[config.mk]
export PLATFORM = sky130hd
export DESIGN_NAME = alu_seq_exec_flat
export DESIGN_NICKNAME = d
export VERILOG_FILES = /design/src/rtl/alu_seq_exec_if.sv /design/src/rtl/alu_seq_exec.sv /design/src/flat_wrapper.sv
export SDC_FILE = /design/constraint.sdc
export NUM_CORES = 1
export LEC_CHECK = 0
export BUFFER_PORTS_ARGS = -buffer_cell sky130_fd_sc_hd__buf_2
export CAP_MARGIN = 20
export CORE_ASPECT_RATIO = 1.5
export CORE_MARGIN = 3
export CORE_UTILIZATION = 35
export DETAILED_ROUTE_END_ITERATION = 10
export PLACE_DENSITY = 0.59
export RECOVER_POWER = 50
export SLEW_MARGIN = 20
export SYNTH_ARGS = -nofsm -noshare
export SYNTH_HDL_FRONTEND = slang
export SYNTH_SLANG_ARGS = --single-unit
[constraint.sdc]
create_clock -name clk -period 3.9 [get_ports clk]
set_input_delay 0.39 -clock clk [delete_from_list [all_inputs] [get_ports clk]]
set_output_delay 0.39 -clock clk [all_outputs]
set_load 0.05 [all_outputs]
[src/rtl/alu_seq_exec_if.sv]
`default_nettype none
// ============================================================================
// Module   : alu_seq_exec_if
// Purpose  : Bundles the request/response signals of the sequential ALU.
//            Member names carry the DUT's point of view: i_* members are
//            driven by the requester, o_* members are driven by the ALU.
// Ports    : i_start      - request to execute one operation
//            i_alu_ctrl   - 4-bit operation code
//            i_src_a      - first operand (WIDTH bits)
//            i_src_b      - second operand (WIDTH bits)
//            o_busy       - operation accepted and not yet retired
//            o_done       - one-cycle pulse, result fields valid
//            o_alu_result - registered result (WIDTH bits)
//            o_zero       - registered result-is-zero flag
//            o_illegal_op - registered unknown-opcode flag
// Revision : 1.0 - initial release
// ============================================================================
interface alu_seq_exec_if #(
  parameter int WIDTH = 32
);
  logic             i_start;
  logic [3:0]       i_alu_ctrl;
  logic [WIDTH-1:0] i_src_a;
  logic [WIDTH-1:0] i_src_b;
  logic             o_busy;
  logic             o_done;
  logic [WIDTH-1:0] o_alu_result;
  logic             o_zero;
  logic             o_illegal_op;

  modport master (
    output i_start, i_alu_ctrl, i_src_a, i_src_b,
    input  o_busy, o_done, o_alu_result, o_zero, o_illegal_op
  );

  modport slave (
    input  i_start, i_alu_ctrl, i_src_a, i_src_b,
    output o_busy, o_done, o_alu_result, o_zero, o_illegal_op
  );
endinterface
`default_nettype wire

[src/rtl/alu_seq_exec.sv]
`default_nettype none
// ============================================================================
// Module   : alu_seq_exec
// Purpose  : Multi-cycle ALU. Single-cycle ops (AND/OR/ADD/SUB/SLT/NOR)
//            retire one edge after acceptance; MUL is a bit-serial
//            shift-and-add taking WIDTH further edges.
// Ports    : clk - rising-edge clock
//            rst - synchronous active-high reset
//            bus - alu_seq_exec_if.slave (start/opcode/operands in,
//                  busy/done/result/zero/illegal out)
// Revision : 1.0 - initial release
// ============================================================================
module alu_seq_exec #(
  parameter int WIDTH = 32
) (
  input  logic           clk,
  input  logic           rst,
  alu_seq_exec_if.slave  bus
);
  // Counter holds 0..WIDTH so the final increment never wraps.
  localparam int              CW          = $clog2(WIDTH + 1);
  localparam logic [CW-1:0]   c_LAST_STEP = CW'(WIDTH - 1);

  localparam logic [3:0] c_OP_AND = 4'b0000;
  localparam logic [3:0] c_OP_OR  = 4'b0001;
  localparam logic [3:0] c_OP_ADD = 4'b0010;
  localparam logic [3:0] c_OP_SUB = 4'b0110;
  localparam logic [3:0] c_OP_SLT = 4'b0111;
  localparam logic [3:0] c_OP_NOR = 4'b1100;
  localparam logic [3:0] c_OP_MUL = 4'b1000;

  typedef enum logic [1:0] {
    S_IDLE = 2'd0,
    S_MUL  = 2'd1,
    S_DONE = 2'd2
  } state_t;

  state_t           r_state;
  logic [WIDTH-1:0] r_mcand;
  logic [WIDTH-1:0] r_mplier;
  logic [WIDTH-1:0] r_acc;
  logic [CW-1:0]    r_cnt;
  logic [WIDTH-1:0] r_result;
  logic             r_busy;
  logic             r_done;
  logic             r_zero;
  logic             r_illegal;

  logic [WIDTH-1:0] w_alu_res;
  logic             w_illegal;
  logic [WIDTH-1:0] w_acc_next;

  // Single-cycle datapath, evaluated on the live inputs; its result is only
  // captured on the accepting edge, which is what latches the operands.
  always_comb begin
    w_alu_res = '0;
    w_illegal = 1'b0;
    case (bus.i_alu_ctrl)
      c_OP_AND: w_alu_res = bus.i_src_a & bus.i_src_b;
      c_OP_OR:  w_alu_res = bus.i_src_a | bus.i_src_b;
      c_OP_ADD: w_alu_res = bus.i_src_a + bus.i_src_b;
      c_OP_SUB: w_alu_res = bus.i_src_a - bus.i_src_b;
      c_OP_SLT: w_alu_res = {{(WIDTH-1){1'b0}},
                             ($signed(bus.i_src_a) < $signed(bus.i_src_b))};
      c_OP_NOR: w_alu_res = ~(bus.i_src_a | bus.i_src_b);
      c_OP_MUL: w_alu_res = '0;
      default:  w_illegal = 1'b1;
    endcase
  end

  // One multiplier bit per step: the multiplicand walks left while the
  // multiplier walks right, so bit 0 is always the bit being consumed.
  assign w_acc_next = r_acc + (r_mplier[0] ? r_mcand : '0);

  always_ff @(posedge clk) begin
    if (rst) begin
      r_state   <= S_IDLE;
      r_mcand   <= '0;
      r_mplier  <= '0;
      r_acc     <= '0;
      r_cnt     <= '0;
      r_result  <= '0;
      r_busy    <= 1'b0;
      r_done    <= 1'b0;
      r_zero    <= 1'b0;
      r_illegal <= 1'b0;
    end else begin
      r_done <= 1'b0;
      case (r_state)
        S_IDLE: begin
          if (bus.i_start) begin
            r_busy <= 1'b1;
            if (bus.i_alu_ctrl == c_OP_MUL) begin
              r_mcand  <= bus.i_src_a;
              r_mplier <= bus.i_src_b;
              r_acc    <= '0;
              r_cnt    <= '0;
              r_state  <= S_MUL;
            end else begin
              r_result  <= w_alu_res;
              r_zero    <= (w_alu_res == '0);
              r_illegal <= w_illegal;
              r_done    <= 1'b1;
              r_state   <= S_DONE;
            end
          end
        end
        S_MUL: begin
          r_acc    <= w_acc_next;
          r_mcand  <= r_mcand << 1;
          r_mplier <= r_mplier >> 1;
          r_cnt    <= r_cnt + CW'(1);
          if (r_cnt == c_LAST_STEP) begin
            r_result  <= w_acc_next;
            r_zero    <= (w_acc_next == '0);
            r_illegal <= 1'b0;
            r_done    <= 1'b1;
            r_state   <= S_DONE;
          end
        end
        S_DONE: begin
          r_busy  <= 1'b0;
          r_state <= S_IDLE;
        end
        default: begin
          r_busy  <= 1'b0;
          r_state <= S_IDLE;
        end
      endcase
    end
  end

  assign bus.o_busy       = r_busy;
  assign bus.o_done       = r_done;
  assign bus.o_alu_result = r_result;
  assign bus.o_zero       = r_zero;
  assign bus.o_illegal_op = r_illegal;

endmodule
`default_nettype wire

[src/flat_wrapper.sv]
// flat-port wrapper written by rule: the top's interface ports become plain ports
module alu_seq_exec_flat 
#(
  parameter int WIDTH = 32
)
  (clk, rst, bus_i_start, bus_i_alu_ctrl, bus_i_src_a, bus_i_src_b, bus_o_busy, bus_o_done, bus_o_alu_result, bus_o_zero, bus_o_illegal_op);
  alu_seq_exec_if #(.WIDTH(WIDTH)) bus_i ();
  input  logic clk;
  input  logic rst;
  input wire logic [$bits(bus_i.i_start)-1:0] bus_i_start;
  input wire logic [$bits(bus_i.i_alu_ctrl)-1:0] bus_i_alu_ctrl;
  input wire logic [$bits(bus_i.i_src_a)-1:0] bus_i_src_a;
  input wire logic [$bits(bus_i.i_src_b)-1:0] bus_i_src_b;
  output wire logic [$bits(bus_i.o_busy)-1:0] bus_o_busy;
  output wire logic [$bits(bus_i.o_done)-1:0] bus_o_done;
  output wire logic [$bits(bus_i.o_alu_result)-1:0] bus_o_alu_result;
  output wire logic [$bits(bus_i.o_zero)-1:0] bus_o_zero;
  output wire logic [$bits(bus_i.o_illegal_op)-1:0] bus_o_illegal_op;
  assign bus_i.i_start = bus_i_start;
  assign bus_i.i_alu_ctrl = bus_i_alu_ctrl;
  assign bus_i.i_src_a = bus_i_src_a;
  assign bus_i.i_src_b = bus_i_src_b;
  assign bus_o_busy = bus_i.o_busy;
  assign bus_o_done = bus_i.o_done;
  assign bus_o_alu_result = bus_i.o_alu_result;
  assign bus_o_zero = bus_i.o_zero;
  assign bus_o_illegal_op = bus_i.o_illegal_op;
  alu_seq_exec #(.WIDTH(WIDTH)) u_core (.clk(clk), .rst(rst), .bus(bus_i));
endmodule
==> out/results.ini, run 1 <==
[route]
drt_iter0_markers = 1207
drc_errors = 0
postRouteAntennaNets = 0
vias = 15380
dr.pass1.iters = 7
wl_per_cell_um = 20.84
post_drt_via_cell_ratio = 5.840
drt_wl_total_um = 54870

[logic_synthesis]
ys_ff_latch = 140
synth_top_cells_by_area = dfxtp_1, ha_1, nand2_1, nor2_1, a21oi_1
netlist-cell-type-count = 102
synth-seq-area-share = 0.2021
synth_fp_nets = 2158
ys.flop_type = dfxtp_1
synth_edf_count = 0
syn_inst = 1944
avgSynthCellArea_um2 = 7.132
netlist_area_um2 = 13860
yosysTopAreaCellShare = 0.2021
yosysMostFrequentCell = nand2_1
synth_common_cells = nand2_1, nor2_1, a21oi_1, dfxtp_1, ha_1
synth_top_cell_by_area = dfxtp_1
ys_warn_count = 0
synthArstFlopShare = 0

[cts]
cts_hold_buf = 0
cts_tree = built
cts_max_path_buffers = 2
h-tree-depth = 4
cts-root-buf = clkbuf_16
cts.sinks = 140
clkSlewWorstSetupHoldPaths_ps = 70
clock_latency_ps = 450
cts_buffers = 17

[cells_and_area]
antennaDiodeCount = 0
drive_gt1_frac = 0.1595
areaGrowthSynthToFinish_pct = 19.10
fin_nets = 2340
fillCellCount = 4107

[placed_design]
gp_congestion = 0.9902
dpl_worst_slack_ps = -148.0
io_buffers = 106
hpwl_um = 43390

[critical_path]
cp-end-kind = flop
required_ps = 4260
worstReg2RegEnd = u_core.bus.o_zero
worstPathArrival_ps = 4110
reg2reg_from = u_core.r_mplier[0]
start_kind = flop
startpoint = u_core.r_mplier[0]
crit_type = flop to flop
critPathMaxFanout = 7
r2r_cells = 15
worst-r2r-setup-slack_ps = 150

[run_status]
violations = max-capacitance violations, max-slew violations
status = finished with violations

[sta]
hold_viol = 0
drv_slew = 120
fmax_mhz = 266.4
period_share = 0.9627
finalCriticalPeriod_ps = 3754
finalHoldWorstSlack_ps = 224.3
slew-limit-headroom = -0.4742
setup_slack_ps = 145.6
finalSetupViolCount = 0
skew_ps = 10.24
worstMarginPinSlew_ps = 2211
tns_ps = 0

[min_path]
min-delay-start = bus_i_src_b[5]
hold_class = input pin to flop
whs_path_depth = 3
min_to = u_core.r_mplier[5]

[power_and_ir_drop]
p_per_area_nw_per_um2 = 296.8
irDropWorstVdd_mv = 0.2110
power_leakage_nw = 7.084

[floorplanning]
core_um2 = 38760
rows = 88
io_pins = 107
start_util = 0.3577
die_y_um = 249.8
die_width_um = 168.5
die_area_um2 = 42090

[run]
cap_violations = 3

[global_routing]
grt_pass1_wl_um = 84370
grt_pass1_vias = 14960
grt_usage = 0.2522
antenna_found_initial = 1
grt_max_degree = 69
overflow = 0

[cells in the final DEF (no fill, tap or decap), types with 7 or more instances in the layout]
cell type / synthesis / layout
nor3_1: 32 / 32
nand3_1: 33 / 33
o31ai_1: 17 / 17
o21ai_1: 6 / 7
nand2_1: 300 / 300
or2_2: 10 / 9
o211a_1: 7 / 7
dfxtp_1: 140 / 139
a211oi_1: 18 / 17
buf_4: 1 / 177
o211ai_1: 26 / 26
a311oi_1: 70 / 70
nand3b_1: 7 / 7
nand2b_1: 22 / 21
a22oi_1: 36 / 36
clkbuf_16: 0 / 17
xnor2_1: 22 / 22
nor4_1: 17 / 14
or3_1: 15 / 15
a21o_1: 21 / 21
o21bai_1: 11 / 11
a31oi_1: 15 / 13
and2_1: 36 / 36
mux2i_1: 13 / 12
clkbuf_1: 85 / 41
buf_2: 15 / 68
a221o_1: 8 / 8
inv_1: 114 / 114
nand4_1: 27 / 27
ha_1: 140 / 140
a21oi_1: 161 / 159
nor2b_1: 25 / 25
nor2_1: 223 / 221
o22ai_1: 8 / 7
xor2_1: 16 / 16
o21ai_0: 89 / 88
[critical path, stage by stage (launching register included)]
cell and delay (ps):
dfxtp_2 340, buf_4 150, and2_1 160, ha_1 300, a21oi_2 170, nand4b_1 200
a311o_1 260, a31oi_2 130, o41ai_2 320, buf_4 210, mux2i_4 250, nand2_1 120
or4bb_1 510, nor4_2 290, a22oi_1 130, o32ai_2 120
[cell families after synthesis]
| group | after synthesis | synth area share |
|---|---|---|
| buffers and inverters | 242 | 0.07969 |
| DFF | 140 | 0.2021 |
| adders and majority gates | 143 | 0.1307 |
| muxes | 14 | 0.01020 |
| AOI/OAI and AO/OA | 581 | 0.2908 |
| and+or+nand+nor | 786 | 0.2625 |
| xor gates and xnor gates | 38 | 0.02400 |
[how the worst max path moves through the flow]
stage | to | slack (ps) | cells after the start
2_1_floorplan | u_core.bus.o_zero | 350 | 15
3_3_place_gp | u_core.bus.o_zero | -140 | 16
3_5_place_dp | u_core.bus.o_zero | -150 | 16
4_1_cts | u_core.bus.o_zero | 40 | 15
5_1_grt | u_core.bus.o_zero | -40 | 15
6_report | u_core.bus.o_zero | 150 | 15
[timing repair]
| item | 4_1_cts | 5_1_grt |
|---|---|---|
| pin swaps | 0 | 5 |
| hold endpoints to repair | 0 | 0 |
| cloned | 0 | 0 |
| setup endpoints to repair | 1 | 1 |
| gates resized for setup | 3 | 20 |
| setup buffers | 0 | 3 |
[area by class of cell]
type                       instances  area, um2  share of cell area
clock buffer                      19      442.9             0.02682
clock inverter                    12      210.2             0.01273
inverter                         115      431.7             0.02614
multi-input combinational       1562      10120              0.6131
sequential                       140       2804              0.1698
tap                              495      619.3             0.03751
timing repair buffer             290       1881              0.1139
[report_power, final]
part	switching, mW	internal (mW)	leakage (nW)	total, mW
Combinational	0.960	0.543	5.63	1.50
Clock	0.725	1.16	0.315	1.88
Sequential	0.0329	1.48	1.14	1.52
[registers in the layout, indices dropped and copies added (netlist names)]
name and count:
u_core.bus.o_zero 1, u_core.r_mcand 32, u_core.r_mplier 32, u_core.bus.o_busy 1, u_core.bus.o_done 1, u_core.r_cnt 6
u_core.r_acc 32, u_core.r_state 2, u_core.bus.o_alu_result 32, u_core.bus.o_illegal_op 1
[layer usage]
layer,vias up,global-route usage,part of all wire
met4,2,0.1097,0.044
li1,7347,-,-
met3,129,0.02408,0.044
met5,-,0,0.00020
met1,7350,0.3051,0.41
met2,550,0.4504,0.50
[stage by stage]
step                      total power [mW]  cells  area [um2]  utilization
after CTS                            4.931   2630       16480       0.4252
after global placement               3.023   2599       15810       0.4078
after floorplan                      2.441   1944       13860            -
after detailed placement             3.033   2599       15810       0.4078
after global routing                 5.131   2633       16510       0.4261
final                                4.901   2633       16510       0.4261
Note: power is estimated with default switching activity, not from simulation.
==> inputs of run 2 (changes only) <==
==> constraint.sdc (replaced) <==
create_clock -name clk -period 3.9 [get_ports clk]
set_input_delay 0.78 -clock clk [delete_from_list [all_inputs] [get_ports clk]]
set_output_delay 0.78 -clock clk [all_outputs]
set_load 0.05 [all_outputs]
==> run 2 against run 1 <==
Compared with the run above: the run still ends with max-capacitance violations, max-slew violations left; total power rose by 0.93%; clock power fell by 6%; sequential power barely moved.
==> out/results.ini, run 2 (same netlist as run 1, synthesis figures left out) <==
[cts]
cts-root-buf = clkbuf_16  ; unchanged
cts_buffers = 17  ; unchanged
clock_latency_ps = 470  ; was 450 ps
cts_tree = built  ; unchanged
clkSlewWorstSetupHoldPaths_ps = 70  ; about the same
cts.sinks = 140  ; unchanged
h-tree-depth = 4  ; unchanged
cts_max_path_buffers = 2  ; unchanged
cts_setup_buffers = 0  ; unchanged
cts_hold_buf = 0  ; unchanged

[min_path]
min-delay-start = u_core.bus.o_alu_result[2]  ; was bus_i_src_b[5]
hold_class = flop to flop  ; was input pin to flop
whs_path_depth = 2  ; was 3
min_to = u_core.bus.o_alu_result[2]  ; was u_core.r_mplier[5]

[run]
cap_violations = 1  ; was 3

[placed_design]
hpwl_um = 45360  ; was 43,390 um
dpl_worst_slack_ps = -649.7  ; was -148.0 ps
place_area_um2 = 16980  ; was 15,810 um2
gp_congestion = 0.9901  ; was 0.9902
dp.cells = 2750  ; was 2,599
io_buffers = 106  ; unchanged

[cells_and_area]
final_common_cell = buf_4  ; was nand2_1
fin_nets = 2488  ; was 2,340
drive_gt1_frac = 0.2204  ; was 0.1595
final-instance-count-excl-fill = 2782  ; was 2,633
layout_common_cells = buf_4, nand2_1, nor2_1, a21oi_1, dfxtp_1  ; was nand2_1, nor2_1, buf_4, a21oi_1, ha_1
areaGrowthSynthToFinish_pct = 27.67  ; was 19.10%
final_area_um2 = 17700  ; was 16,510 um2
antennaDiodeCount = 0  ; unchanged

[power_and_ir_drop]
combPwrFrac = 0.338  ; was 0.307
clkPwrFrac = 0.356  ; was 0.384
p_seq_frac = 0.306  ; was 0.309
p_switching_mw = 1.817  ; was 1.717 mW
power_leakage_nw = 7.799  ; was 7.084 nW
power_switching_share = 0.3673  ; was 0.3504
p_per_area_nw_per_um2 = 279.5  ; was 296.8 nW/um2
irDropWorstVdd_mv = 0.2527  ; was 0.2110 mV
p_int_mw = 3.130  ; was 3.184 mW

[global_routing]
grt_max_degree = 138  ; was 69
overflow = 0  ; unchanged
antenna_found_initial = 1  ; unchanged
grtUsageMet3 = 0.02979  ; was 0.02408
top_usage_layer = met2  ; unchanged
use_met1 = 0.3114  ; was 0.3051
grt_pass1_wl_um = 88580  ; was 84,370 um
grt_pass1_vias = 15790  ; was 14.96k
use_met2 = 0.4796  ; was 0.4504
grt_usage = 0.2658  ; was 0.2522

[critical_path]
worstPathArrival_ps = 4180  ; was 4110 ps
cp-end-kind = flop  ; unchanged
worstReg2RegEnd = u_core.bus.o_zero  ; unchanged
crit_type = input pin to flop  ; was flop to flop
critPathMaxFanout = 7  ; unchanged
r2r_cells = 16  ; was 15
cpMaxStageDelayCell = or4b_4  ; was or4bb_1
start_kind = input pin  ; was flop
reg2reg_from = u_core.r_mplier[0]  ; unchanged
required_ps = 4270  ; was 4260 ps
slowest_delay_ps = 510  ; about the same
path_cells = buf_2 -> inv_1 -> ha_1 -> nand2b_1 -> a221oi_1 -> nor2_1 -> o221ai_4 -> or4b_4 -> nand3_1 -> a2111oi_0 -> a2111o_1 -> nor4b_2 -> nand4_1 -> o32ai_1  ; was buf_4 -> and2_1 -> ha_1 -> a21oi_2 -> nand4b_1 -> a311o_1 -> a31oi_2 -> o41ai_2 -> buf_4 -> mux2i_4 -> nand2_1 -> or4bb_1 -> nor4_2 -> a22oi_1 -> o32ai_2
worst-r2r-setup-slack_ps = 150  ; about the same

[floorplanning]
io_pins = 107  ; unchanged
die_width_um = 168.5  ; unchanged
die_y_um = 249.8  ; unchanged
rows = 88  ; unchanged
die_area_um2 = 42090  ; unchanged
core_um2 = 38760  ; unchanged
start_util = 0.3577  ; unchanged

[sta]
drv_slew = 36  ; was 120
hold_viol = 0  ; unchanged
finalHoldWorstSlack_ps = 454.0  ; was 224.3 ps
worstMarginPinSlew_ps = 1534  ; was 2211 ps
tns_ps = 0  ; unchanged
slew-limit-headroom = -0.02283  ; was -0.4742
fmax_mhz = 262.7  ; was 266.4 MHz
setup_slack_ps = 93.58  ; was 145.6 ps
skew_ps = 15.90  ; was 10.24 ps
period_share = 0.9760  ; was 0.9627
finalSetupViolCount = 0  ; unchanged
finalCriticalPeriod_ps = 3806  ; was 3754 ps

[route]
drt_wl_total_um = 57310  ; was 54,870 um
vias = 15770  ; was 15.38k
postRouteAntennaNets = 0  ; unchanged
dr.pass1.iters = 5  ; was 7
wl_per_cell_um = 20.60  ; was 20.84 um
drc_errors = 0  ; unchanged
drt_iter0_markers = 1059  ; was 1,207
post_drt_via_cell_ratio = 5.668  ; was 5.840

[run_status]
violations = max-capacitance violations, max-slew violations  ; unchanged
status = finished with violations  ; unchanged

run 2: cell count changes in the layout (fill, tap and decap cells not counted), moves of 3 or more:
cell / delta
a211oi_2: +3
clkbuf_4: +4
buf_4: +142
buf_12: +3
bufinv_16: -3
o21ai_0: -3
run 2: timing repair:
| action | CTS | global route |
|---|---|---|
| pin swaps | 1 | 13 |
| resized for setup | 6 | 34 |
| endpoints found under the hold margin | 0 | 0 |
| endpoints found under the setup margin | 1 | 3 |
run 2: power groups by stage:
stage	Sequential [mW]	Clock [mW]	Combinational (mW)
after CTS	1.51	1.79	1.65
final	1.51	1.76	1.67
after detailed placement	1.55	0	1.64
after global routing	1.52	1.84	1.80
after floorplan	1.63	0	0.806
after global placement	1.54	0	1.63
run 2: critical path: cells and delay by family:
| kind | cells | cell delay, ps |
|---|---|---|
| fa+ha+maj | 1 | 390 |
| buf+inv | 2 | 140 |
| simple gates | 6 | 1380 |
| compound gates | 5 | 1480 |
run 2: how the worst max path moves through the flow:
stage | startpoint | to | slack [ps] | cells past startpoint
2_1_floorplan | bus_i_src_a[0] | u_core.bus.o_zero | 200 | 14
3_3_place_gp | bus_i_src_b[2] | u_core.bus.o_zero | -570 | 15
3_5_place_dp | bus_i_src_b[2] | u_core.bus.o_zero | -650 | 15
4_1_cts | bus_i_src_b[1] | u_core.bus.o_zero | 3 | 16
5_1_grt | u_core.r_mplier[0] | u_core.bus.o_zero | -4 | 15
6_report | bus_i_src_b[7] | u_core.bus.o_zero | 90 | 14
run 2: metal layers:
metal	part of all wire	wire length, um
met1	0.40	22990
met2	0.51	29050
met3	0.044	2515
met4	0.048	2736
met5	0.00030	17
run 2: final cells by class:
class,count,area (um2)
Clock inverter,13,158.9
Fill cell,4076,21060
Tap cell,495,619.3
Sequential cell,140,2804
Multi-Input combinational cell,1562,10190
Inverter,115,431.7
Timing Repair Buffer,438,3055
Clock buffer,19,442.9
run 2: stage by stage:
stage / utilization / total power [mW]
2_1_floorplan: - / 2.441
3_3_place_gp: 0.4380 / 3.179
3_5_place_dp: 0.4380 / 3.188
4_1_cts: 0.4543 / 4.951
5_1_grt: 0.4567 / 5.167
6_report: 0.4567 / 4.947
